--- config.mk ---
export PLATFORM = sky130hd
export DESIGN_NAME = sfp_div_seq
export DESIGN_NICKNAME = d
export VERILOG_FILES = /design/src/rtl/fp_div_pkg.sv /design/src/rtl/ufp_div_core.sv /design/src/rtl/sfp_div_seq.sv
export SDC_FILE = /design/constraint.sdc
export NUM_CORES = 1
export LEC_CHECK = 0
export CAP_MARGIN = 40
export CORE_UTILIZATION = 45
export CTS_BUF_LIST = sky130_fd_sc_hd__clkbuf_8
export DETAILED_ROUTE_END_ITERATION = 7
export PLACE_DENSITY_LB_ADDON = 0.1
export SYNTH_ARGS = -nofsm -noshare
export SYNTH_HDL_FRONTEND = slang
export SYNTH_SLANG_ARGS = --single-unit
--- constraint.sdc ---
create_clock -name clk -period 4.5 [get_ports clk]
set_input_delay 0.9 -clock clk [delete_from_list [all_inputs] [get_ports clk]]
set_output_delay 0.9 -clock clk [all_outputs]
set_load 0.02 [all_outputs]
--- src/rtl/fp_div_pkg.sv ---
// Shared types and width helpers for the sequential sfp divider.
// The bench uses div_num_width too, so both agree on the iteration count.
package fp_div_pkg;

  typedef enum logic [1:0] {IDLE, CALC, DONE} div_state_e;

  function automatic int imax(input int a, input int b);
    return (a > b) ? a : b;
  endfunction

  function automatic int div_num_width(input int wa, input int qa, input int qb, input int qo);
    return wa + imax(qo + qb - qa, 0);
  endfunction

  function automatic int div_den_width(input int wb, input int qa, input int qb, input int qo);
    return wb + imax(qa - qo - qb, 0);
  endfunction

endpackage

--- src/rtl/ufp_div_core.sv ---
// Unsigned restoring divider: one quotient bit per cycle, WN cycles per division.
// last_o flags the final iteration; quo_next_o is the quotient produced by it.
module ufp_div_core #(
  parameter int WN = 12,
  parameter int WD = 8
) (
  input  logic          clk,
  input  logic          rst,
  input  logic          start_i,
  input  logic [WN-1:0] num_i,
  input  logic [WD-1:0] den_i,
  output logic          last_o,
  output logic [WN-1:0] quo_next_o
);

  localparam int CW = $clog2(WN + 1);

  logic [WD-1:0] rem_q, rem_d;
  logic [WN-1:0] quo_q, quo_d;
  logic [WD-1:0] den_q;
  logic [CW-1:0] cnt_q;
  logic          busy_q;
  logic [WD:0]   rem_sh;

  // quo_q starts as the numerator; its MSBs feed the remainder as quotient bits fill in from the LSB.
  // The remainder never reaches den, so a WD-bit modular subtract is exact.
  always_comb begin
    rem_sh = {rem_q, quo_q[WN-1]};
    if (rem_sh >= {1'b0, den_q}) begin
      rem_d = rem_sh[WD-1:0] - den_q;
      quo_d = {quo_q[WN-2:0], 1'b1};
    end else begin
      rem_d = rem_sh[WD-1:0];
      quo_d = {quo_q[WN-2:0], 1'b0};
    end
  end

  assign last_o     = busy_q && (cnt_q == '0);
  assign quo_next_o = quo_d;

  always_ff @(posedge clk or posedge rst) begin
    if (rst) begin
      rem_q  <= '0;
      quo_q  <= '0;
      den_q  <= '0;
      cnt_q  <= '0;
      busy_q <= 1'b0;
    end else if (start_i) begin
      rem_q  <= '0;
      quo_q  <= num_i;
      den_q  <= den_i;
      cnt_q  <= CW'(WN - 1);
      busy_q <= 1'b1;
    end else if (busy_q) begin
      rem_q  <= rem_d;
      quo_q  <= quo_d;
      cnt_q  <= cnt_q - CW'(1);
      busy_q <= (cnt_q != '0);
    end
  end

endmodule

--- src/rtl/sfp_div_seq.sv ---
// Sequential signed fixed-point divider: out = in1 / in2, truncated toward zero,
// with valid/ready handshakes, saturation or wrap on overflow, and divide-by-zero flag.
module sfp_div_seq
  import fp_div_pkg::*;
#(
  parameter int IW1  = 4,
  parameter int QW1  = 4,
  parameter int IW2  = 4,
  parameter int QW2  = 4,
  parameter int IWO  = 4,
  parameter int QWO  = 4,
  parameter bit CLIP = 1'b1
) (
  input  logic                 clk,
  input  logic                 rst,
  input  logic                 in_valid,
  output logic                 in_ready,
  input  logic [IW1+QW1-1:0]   in1,
  input  logic [IW2+QW2-1:0]   in2,
  output logic                 out_valid,
  input  logic                 out_ready,
  output logic [IWO+QWO-1:0]   out,
  output logic                 ovf,
  output logic                 div0
);

  localparam int WA  = IW1 + QW1;
  localparam int WB  = IW2 + QW2;
  localparam int WO  = IWO + QWO;
  localparam int SH  = QWO + QW2 - QW1;
  localparam int SHP = imax(SH, 0);
  localparam int SHN = imax(-SH, 0);
  localparam int WN  = div_num_width(WA, QW1, QW2, QWO);
  localparam int WD  = div_den_width(WB, QW1, QW2, QWO);
  localparam int WC  = imax(WN, WO) + 1;

  localparam logic [WC-1:0] LIM_NEG = WC'(1) << (WO - 1);
  localparam logic [WC-1:0] LIM_POS = LIM_NEG - WC'(1);
  localparam logic [WO-1:0] OUT_MAX = {1'b0, {(WO-1){1'b1}}};
  localparam logic [WO-1:0] OUT_MIN = {1'b1, {(WO-1){1'b0}}};

  if (WO < 2) begin : g_wo_chk
    $error("sfp_div_seq: output width must be at least 2 bits");
  end

  div_state_e    state_q;
  logic          sign_q, neg1_q, zero1_q, dz_q;
  logic [WA-1:0] a_abs;
  logic [WB-1:0] b_abs;
  logic [WN-1:0] num_w, quo_next;
  logic [WD-1:0] den_w;
  logic          core_start, core_last;
  logic [WC-1:0] q_ext;
  logic [WO-1:0] q_sgn, q_out, z_out;
  logic          q_ovf;

  // Magnitudes read as unsigned, so the most negative input maps to 2^(W-1) without an extra bit.
  assign a_abs = in1[WA-1] ? (WA'(0) - in1) : in1;
  assign b_abs = in2[WB-1] ? (WB'(0) - in2) : in2;
  assign num_w = WN'(a_abs) << SHP;
  assign den_w = WD'(b_abs) << SHN;

  assign core_start = (state_q == IDLE) && in_valid && (in2 != '0);

  ufp_div_core #(.WN(WN), .WD(WD)) u_core (
    .clk        (clk),
    .rst        (rst),
    .start_i    (core_start),
    .num_i      (num_w),
    .den_i      (den_w),
    .last_o     (core_last),
    .quo_next_o (quo_next)
  );

  always_comb begin
    q_ext = WC'(quo_next);
    q_sgn = sign_q ? (WO'(0) - WO'(quo_next)) : WO'(quo_next);
    q_ovf = sign_q ? (q_ext > LIM_NEG) : (q_ext > LIM_POS);
    q_out = (q_ovf && CLIP) ? (sign_q ? OUT_MIN : OUT_MAX) : q_sgn;
    z_out = zero1_q ? '0 : (neg1_q ? OUT_MIN : OUT_MAX);
  end

  // A zero divisor still spends one cycle in CALC so its result lands on cycle 2.
  always_ff @(posedge clk or posedge rst) begin
    if (rst) begin
      state_q   <= IDLE;
      in_ready  <= 1'b1;
      out_valid <= 1'b0;
      out       <= '0;
      ovf       <= 1'b0;
      div0      <= 1'b0;
      sign_q    <= 1'b0;
      neg1_q    <= 1'b0;
      zero1_q   <= 1'b0;
      dz_q      <= 1'b0;
    end else begin
      case (state_q)
        IDLE: begin
          if (in_valid) begin
            sign_q   <= in1[WA-1] ^ in2[WB-1];
            neg1_q   <= in1[WA-1];
            zero1_q  <= (in1 == '0);
            dz_q     <= (in2 == '0);
            in_ready <= 1'b0;
            state_q  <= CALC;
          end
        end
        CALC: begin
          if (dz_q) begin
            out       <= z_out;
            ovf       <= 1'b0;
            div0      <= 1'b1;
            out_valid <= 1'b1;
            state_q   <= DONE;
          end else if (core_last) begin
            out       <= q_out;
            ovf       <= q_ovf;
            div0      <= 1'b0;
            out_valid <= 1'b1;
            state_q   <= DONE;
          end
        end
        DONE: begin
          if (out_ready) begin
            out_valid <= 1'b0;
            in_ready  <= 1'b1;
            state_q   <= IDLE;
          end
        end
        default: state_q <= IDLE;
      endcase
    end
  end

endmodule
==> reports/results.ini, run 1 <==
[placed_design]
io_buffers = 31
dpl.hpwl_um = 5050
placed_area_mm2 = 0.00353
gp_congestion = 0.903

[timing]
fmax_mhz = 254
rsz0062_at_grt = no
finalCriticalPeriod_ps = 3930
max_slew_margin_pct = 42.4
tightest_slew_ps = 857
fin_crit_sh_pct = 87.4
finalSetupTns_ps = 0
clock-skew-final_ps = 10.2
report.final.slew_viol_count = 0
setup_violations = 0
hold_viol = 0

[setup_path]
cp.arrival_ps = 4120
worstSetupStartpointType = flop
r2r_end = out[6]
reg2reg_setup_slack_ps = 570
crit_start = u_core.rem_q[3]
setup.worst_path.end = out[6]
cp-end-kind = flop
crit_required_ps = 4690
path_max_fanout = 10
reg2reg_from = u_core.rem_q[3]
setup.worst_path.class = reg -> reg
rr_worst_depth = 12

[routing]
wl_per_cell_um = 15.0
drt-total-wl_um = 6970
via_per_inst = 5.76
drtAntennaViolNets = 0
firstDrtPassIters = 4
drtIter0Drc = 206
num_vias = 2679
remaining_drc_errors = 0

[pwr]
irDropWorstVdd_uv = 243
powerDensity_mw_per_mm2 = 751
p_leak_nw = 1.62

[global_routing]
grt-ovfl-total = 0
grt_antenna_before_repair = 0
track_usage_pct = 20.8
grt_start_max_net_pins = 52
met2_usage_pct = 34.3
gr-usage-met3_pct = 2.92
grt_pass1_wl_um = 12100
grt_pass1_vias = 2530
grtUsageMet1_pct = 28.7
busiest_layer = met2

[finish]
nets = 420
antennaDiodeCount = 0
multiInputGateArea_mm2 = 0.00169
drive_gt1_share_pct = 6.70
syn_to_final_growth_pct = 16.7
fillers = 591
final_util_pct = 55.9
stdcell_area_mm2 = 0.00363
regArea_mm2 = 0.00128

[run]
maxCapViolations = 0

[clock_network]
h-tree-depth = 2
cts_buffers = 5
hold_buffers = 0
postCtsSetupBuffers = 0
ctsResizeCount = 0
clock_latency_ps = 310
cts_tree = done
cts_sinks = 51
clk_pin_slew_worst_paths_ps = 90
clock_path_buffers = 2
cts-root-buf = clkbuf_8

[yosys]
synth-seq-cells = 51
yosys_most_used_dff = dfrtp_1
synth_area_mm2 = 0.00311
synth.distinct_cells = 54
synthCells = 356
synth-edff-count = 0
ys_warn_count = 0
syn-num-nets = 389
yosysSeqAreaShare_pct = 41.1
avgSynthCellArea_um2 = 8.74
async_reset_ff_share_pct = 100

[die]
coreArea_mm2 = 0.00649
die_y_um = 85.1
die_area_mm2 = 0.00725
rows = 29
initial_core_util_pct = 47.9
ios = 32
die_w_um = 85.1

[run_status]
status = complete, no violations

[hold_path]
hold_class = reg -> reg

## worst min path at each step
stage / from / to / slack [ps] / cells after the start
global placement: div0 / div0 / 460 / 2
finish: div0 / div0 / 490 / 2
global route: out[6] / out[6] / 530 / 1
detailed placement: div0 / div0 / 470 / 2
CTS: div0 / div0 / 490 / 2
floorplan: u_core.den_q[0] / u_core.den_q[0] / 460 / 2
## logic make-up (layout without fill, tap and decap cells)
group                      count (synthesis)  in the layout  synth area share, %
and+or+nand+nor                          120            120                 18.3
AOI/OAI and AO/OA                        103            103                 21.0
DFF                                       51             51                 41.1
buffers and inverters                     37             69                 4.55
xor gates and xnor gates                  18             18                 5.07
muxes                                     14             14                 4.55
adders and majority gates                 13             13                 5.47
## metal layers
layer	vias to the layer above	part of all wire [%]
met2	70	46
met4	0	1.2
met5	-	0
met1	1276	49
li1	1327	-
met3	6	4.3
## flip-flops by register name (all words and copies together) (netlist names), 2 cells and up
signal,flops
u_core.cnt_q,4
out,8
u_core.rem_q,8
state_q,2
u_core.quo_q,12
u_core.den_q,8
## worst max-delay path, cell delays in order (launching register included)
cell,delay (ps)
dfrtp_1,410
ha_1,350
and2_1,180
a311o_1,340
o221ai_1,270
nand2_1,270
inv_2,250
ha_1,230
or3b_4,420
or3_4,350
a2111oi_2,370
nor4_1,90
a211o_1,280
## power by group
group / switching, W / internal, W
logic: 0.000874 / 0.000677
clock network: 0.000155 / 0.000140
registers: 0.000200 / 0.000680
## through the flow
step	setup slack, ps	power [W]	cells	hold WS (ps)
after floorplan	1030	0.00198	356	456
after global placement	792	0.00240	455	464
after detailed placement	651	0.00243	457	474
after CTS	590	0.00273	465	495
after global routing	374	0.00297	465	527
final	569	0.00273	465	487
## Yosys cell counts, drive strengths merged, types with 2 or more instances
cell     instances  share of area, %
nand2           56               6.8
dfrtp           50                40
o21ai           38               6.1
a21oi           23               3.7
inv             23               2.8
nor2            23               2.8
mux2i           13               4.2
clkbuf          12               1.4
ha              12               4.8
xnor2           12               3.4
a31oi           11               2.2
o31ai            6               1.8
or3              6               1.4
xor2             6               1.7
nand3            5              0.80
nor3             5              0.80
nor4             5               1.0
nor2b            4              0.80
a211oi           3              0.72
nand2b           3              0.60
a2111oi          2              0.76
a211o            2              0.56
a21o             2              0.48
and2             2              0.40
buf              2              0.32
nand3b           2              0.48
nand4b           2              0.56
nor4b            2              0.56
o21a             2              0.48
o31a             2              0.56
or4              2              0.48
## area by class of cell
type / instances / share of cell area [%]
sequential: 51 / 35.2
inverter: 23 / 2.38
timing repair buffer: 38 / 10.3
tap: 77 / 2.65
clock buffer: 7 / 2.65
multi-input combinational: 268 / 46.6
clock inverter: 1 / 0.207
## cell usage in the layout, fill, tap and decap left out, types with 3 or more instances in the layout
master,count
clkdlybuf4s50_1,31
mux2i_1,13
xnor2_1,12
clkbuf_8,7
o21ai_1,16
nor4_1,5
inv_1,21
o31ai_1,4
xor2_1,6
or3_1,5
a21oi_1,23
nand2_1,56
nor2_1,23
nor2b_1,4
o21ai_0,22
a31oi_1,11
buf_4,5
nor3_1,5
a211oi_1,3
dfrtp_1,50
nand3_1,5
nand2b_1,3
ha_1,12
No activity file was read; power rests on OpenSTA's default activity.
==> run 2, diff against run 1 <==
--- a/config.mk
+++ b/config.mk
@@ -5,10 +5,11 @@
 export SDC_FILE = /design/constraint.sdc
 export NUM_CORES = 1
 export LEC_CHECK = 0
-export CAP_MARGIN = 40
+export CAP_MARGIN = 20
 export CORE_UTILIZATION = 45
 export CTS_BUF_LIST = sky130_fd_sc_hd__clkbuf_8
 export DETAILED_ROUTE_END_ITERATION = 7
+export DONT_BUFFER_PORTS = 1
 export PLACE_DENSITY_LB_ADDON = 0.1
 export SYNTH_ARGS = -nofsm -noshare
 export SYNTH_HDL_FRONTEND = slang
==> reports/results.ini, run 2 (synthesized netlist as in run 1, its figures left out) <==
[die]
coreArea_mm2 = 0.00649  ; unchanged
die_w_um = 85.1  ; unchanged
rows = 29  ; unchanged
die_y_um = 85.1  ; unchanged
ios = 32  ; unchanged
die_area_mm2 = 0.00725  ; unchanged
initial_core_util_pct = 47.9  ; unchanged

[global_routing]
track_usage_pct = 20.5  ; was 20.8%
grt_pass1_wl_um = 11700  ; was 12100 µm
grt_pass1_vias = 2483  ; was 2530
grt_start_max_net_pins = 52  ; unchanged
grt_antenna_before_repair = 0  ; unchanged
grt-ovfl-total = 0  ; unchanged

[timing]
finalSetupTns_ps = 0  ; unchanged
fmax_mhz = 262  ; was 254 MHz
max_slew_margin_pct = 39.6  ; was 42.4%
finalCriticalPeriod_ps = 3810  ; was 3930 ps
report.final.slew_viol_count = 0  ; unchanged
setup_violations = 0  ; unchanged
fin_crit_sh_pct = 84.7  ; was 87.4%
clock-skew-final_ps = 8.48  ; was 10.2 ps
tightest_slew_ps = 897  ; was 857 ps
rsz0062_at_grt = no  ; unchanged
hold_viol = 0  ; unchanged

[placed_design]
dpl.hpwl_um = 5100  ; was 5050 µm
gp_congestion = 0.869  ; was 0.903
placed_area_mm2 = 0.00320  ; was 0.00353 mm²
io_buffers = 0  ; was 31
dp.cells = 425  ; was 457

[finish]
mostFrequentLayoutCells = nand2_1 (56), dfrtp_1 (50), nor2_1 (23), a21oi_1 (23), o21ai_0 (22)  ; was nand2_1 (56), dfrtp_1 (50), clkdlybuf4s50_1 (31)
finalNonFillerCells = 433  ; was 465
nets = 388  ; was 420
antennaDiodeCount = 0  ; unchanged
drive_gt1_share_pct = 7.02  ; was 6.70%
regMostFlops = u_core.quo_q  ; unchanged
final_common_cell = nand2_1  ; unchanged
largest_reg_flops = 12  ; unchanged
stdcell_area_mm2 = 0.00331  ; was 0.00363 mm²
syn_to_final_growth_pct = 6.52  ; was 16.7%

[routing]
drtIter0Drc = 134  ; was 206
firstDrtPassIters = 4  ; unchanged
drtAntennaViolNets = 0  ; unchanged
remaining_drc_errors = 0  ; unchanged
wl_per_cell_um = 16.1  ; was 15.0 µm
drt-total-wl_um = 6960  ; was 6970 µm
via_per_inst = 5.76  ; about the same
num_vias = 2495  ; was 2679

[setup_path]
path_max_fanout = 10  ; unchanged
crit_top_cell = ha_1  ; unchanged
setup.worst_path.class = reg -> reg  ; unchanged
cpMaxStageDelayCell = dfrtp_1  ; was or3b_4
crit_required_ps = 4710  ; was 4690 ps
cp.arrival_ps = 4020  ; was 4120 ps
critical_path_buf_inv_count = 1  ; unchanged
crit_family = simple AND/OR/NAND/NOR gates  ; unchanged
worstPathCellList = ha_1 -> and2_1 -> a311o_1 -> o221ai_1 -> nand2_1 -> inv_2 -> ha_1 -> or3b_4 -> or3_4 -> a2111oi_2 -> nor4_1 -> a211o_1  ; unchanged
max_stage_delay_ps = 420  ; about the same
worstSetupStartpointType = flop  ; unchanged
cp-end-kind = flop  ; unchanged

[clock_network]
cts_tree = done  ; unchanged
hold_buffers = 0  ; unchanged
clock_latency_ps = 310  ; about the same
clk_pin_slew_worst_paths_ps = 100  ; was 90 ps
cts_buffers = 5  ; unchanged
cts-root-buf = clkbuf_8  ; unchanged
ctsResizeCount = 0  ; unchanged
postCtsSetupBuffers = 0  ; unchanged
cts_sinks = 51  ; unchanged
clock_path_buffers = 2  ; unchanged
h-tree-depth = 2  ; unchanged

[pwr]
irDropWorstVdd_uv = 275  ; was 243 µV
powerDensity_mw_per_mm2 = 796  ; was 751 mW/mm²
power_w = 0.00264  ; was 0.00273 W
p_leak_nw = 1.51  ; was 1.62 nW

[run]
maxCapViolations = 0  ; unchanged

[hold_path]
hold_class = reg -> reg  ; unchanged

[run_status]
status = complete, no violations  ; unchanged

## run 2: changes by cell type in the layout (fill, tap and decap cells not counted), sizes merged
cell / before / now
clkbuf: 7 / 5
bufinv: 0 / 1
clkinvlp: 1 / 0
clkinv: 0 / 1
clkdlybuf4s50: 31 / 0
clkdlybuf4s15: 1 / 0
inv: 23 / 24
## run 2: cell type report
class                      count  area [µm²]
sequential                    51        1280
tap                           77        96.3
inverter                      23        86.3
fill                         623        3180
clock inverter                 3        47.5
clock buffer                   5        68.8
timing repair buffer           6        45.0
multi-input combinational    268        1690
## run 2: worst paths after layout
path,from,to,slack (ps),cells after the start
worst max-delay path,u_core.rem_q[3],out[6],690,12
worst min-delay path,u_core.den_q[0],u_core.den_q[0],500,2
worst max register to register,u_core.rem_q[3],out[6],690,12
worst min register to register,u_core.den_q[0],u_core.den_q[0],500,2
max in group asynchronous,rst,u_core.den_q[1],3430,2
min in group asynchronous,rst,state_q[0],620,2
## run 2: per-stage QoR
stage	setup slack [ps]	hold slack [ps]	utilization (%)
after global placement	804	475	49.2
after global routing	382	537	51.0
after floorplan	1030	456	-
final	689	504	51.0
after detailed placement	731	480	49.2
after CTS	719	505	51.0
## run 2: routing by layer
layer	global-route usage (%)	part of all wire (%)	wire length [µm]	up-vias
li1	-	-	-	1259
met1	28.1	49	3390	1181
met2	33.2	45	3140	48
met3	3.70	4.6	317	7
met4	6.01	1.6	112	0
met5	0	0	0	-
## run 2: power breakdown
part	total, W	internal [W]	switching [W]
Combinational	0.00135	0.000566	0.000784
Sequential	0.000956	0.000680	0.000276
Clock	0.000331	0.000169	0.000162
## run 2: worst min-delay path: cells and delay by family (launching register included)
| kind | cells | cell delay, ps |
|---|---|---|
| simple gates | 1 | 50 |
| compound gates | 1 | 60 |
| flops | 1 | 360 |
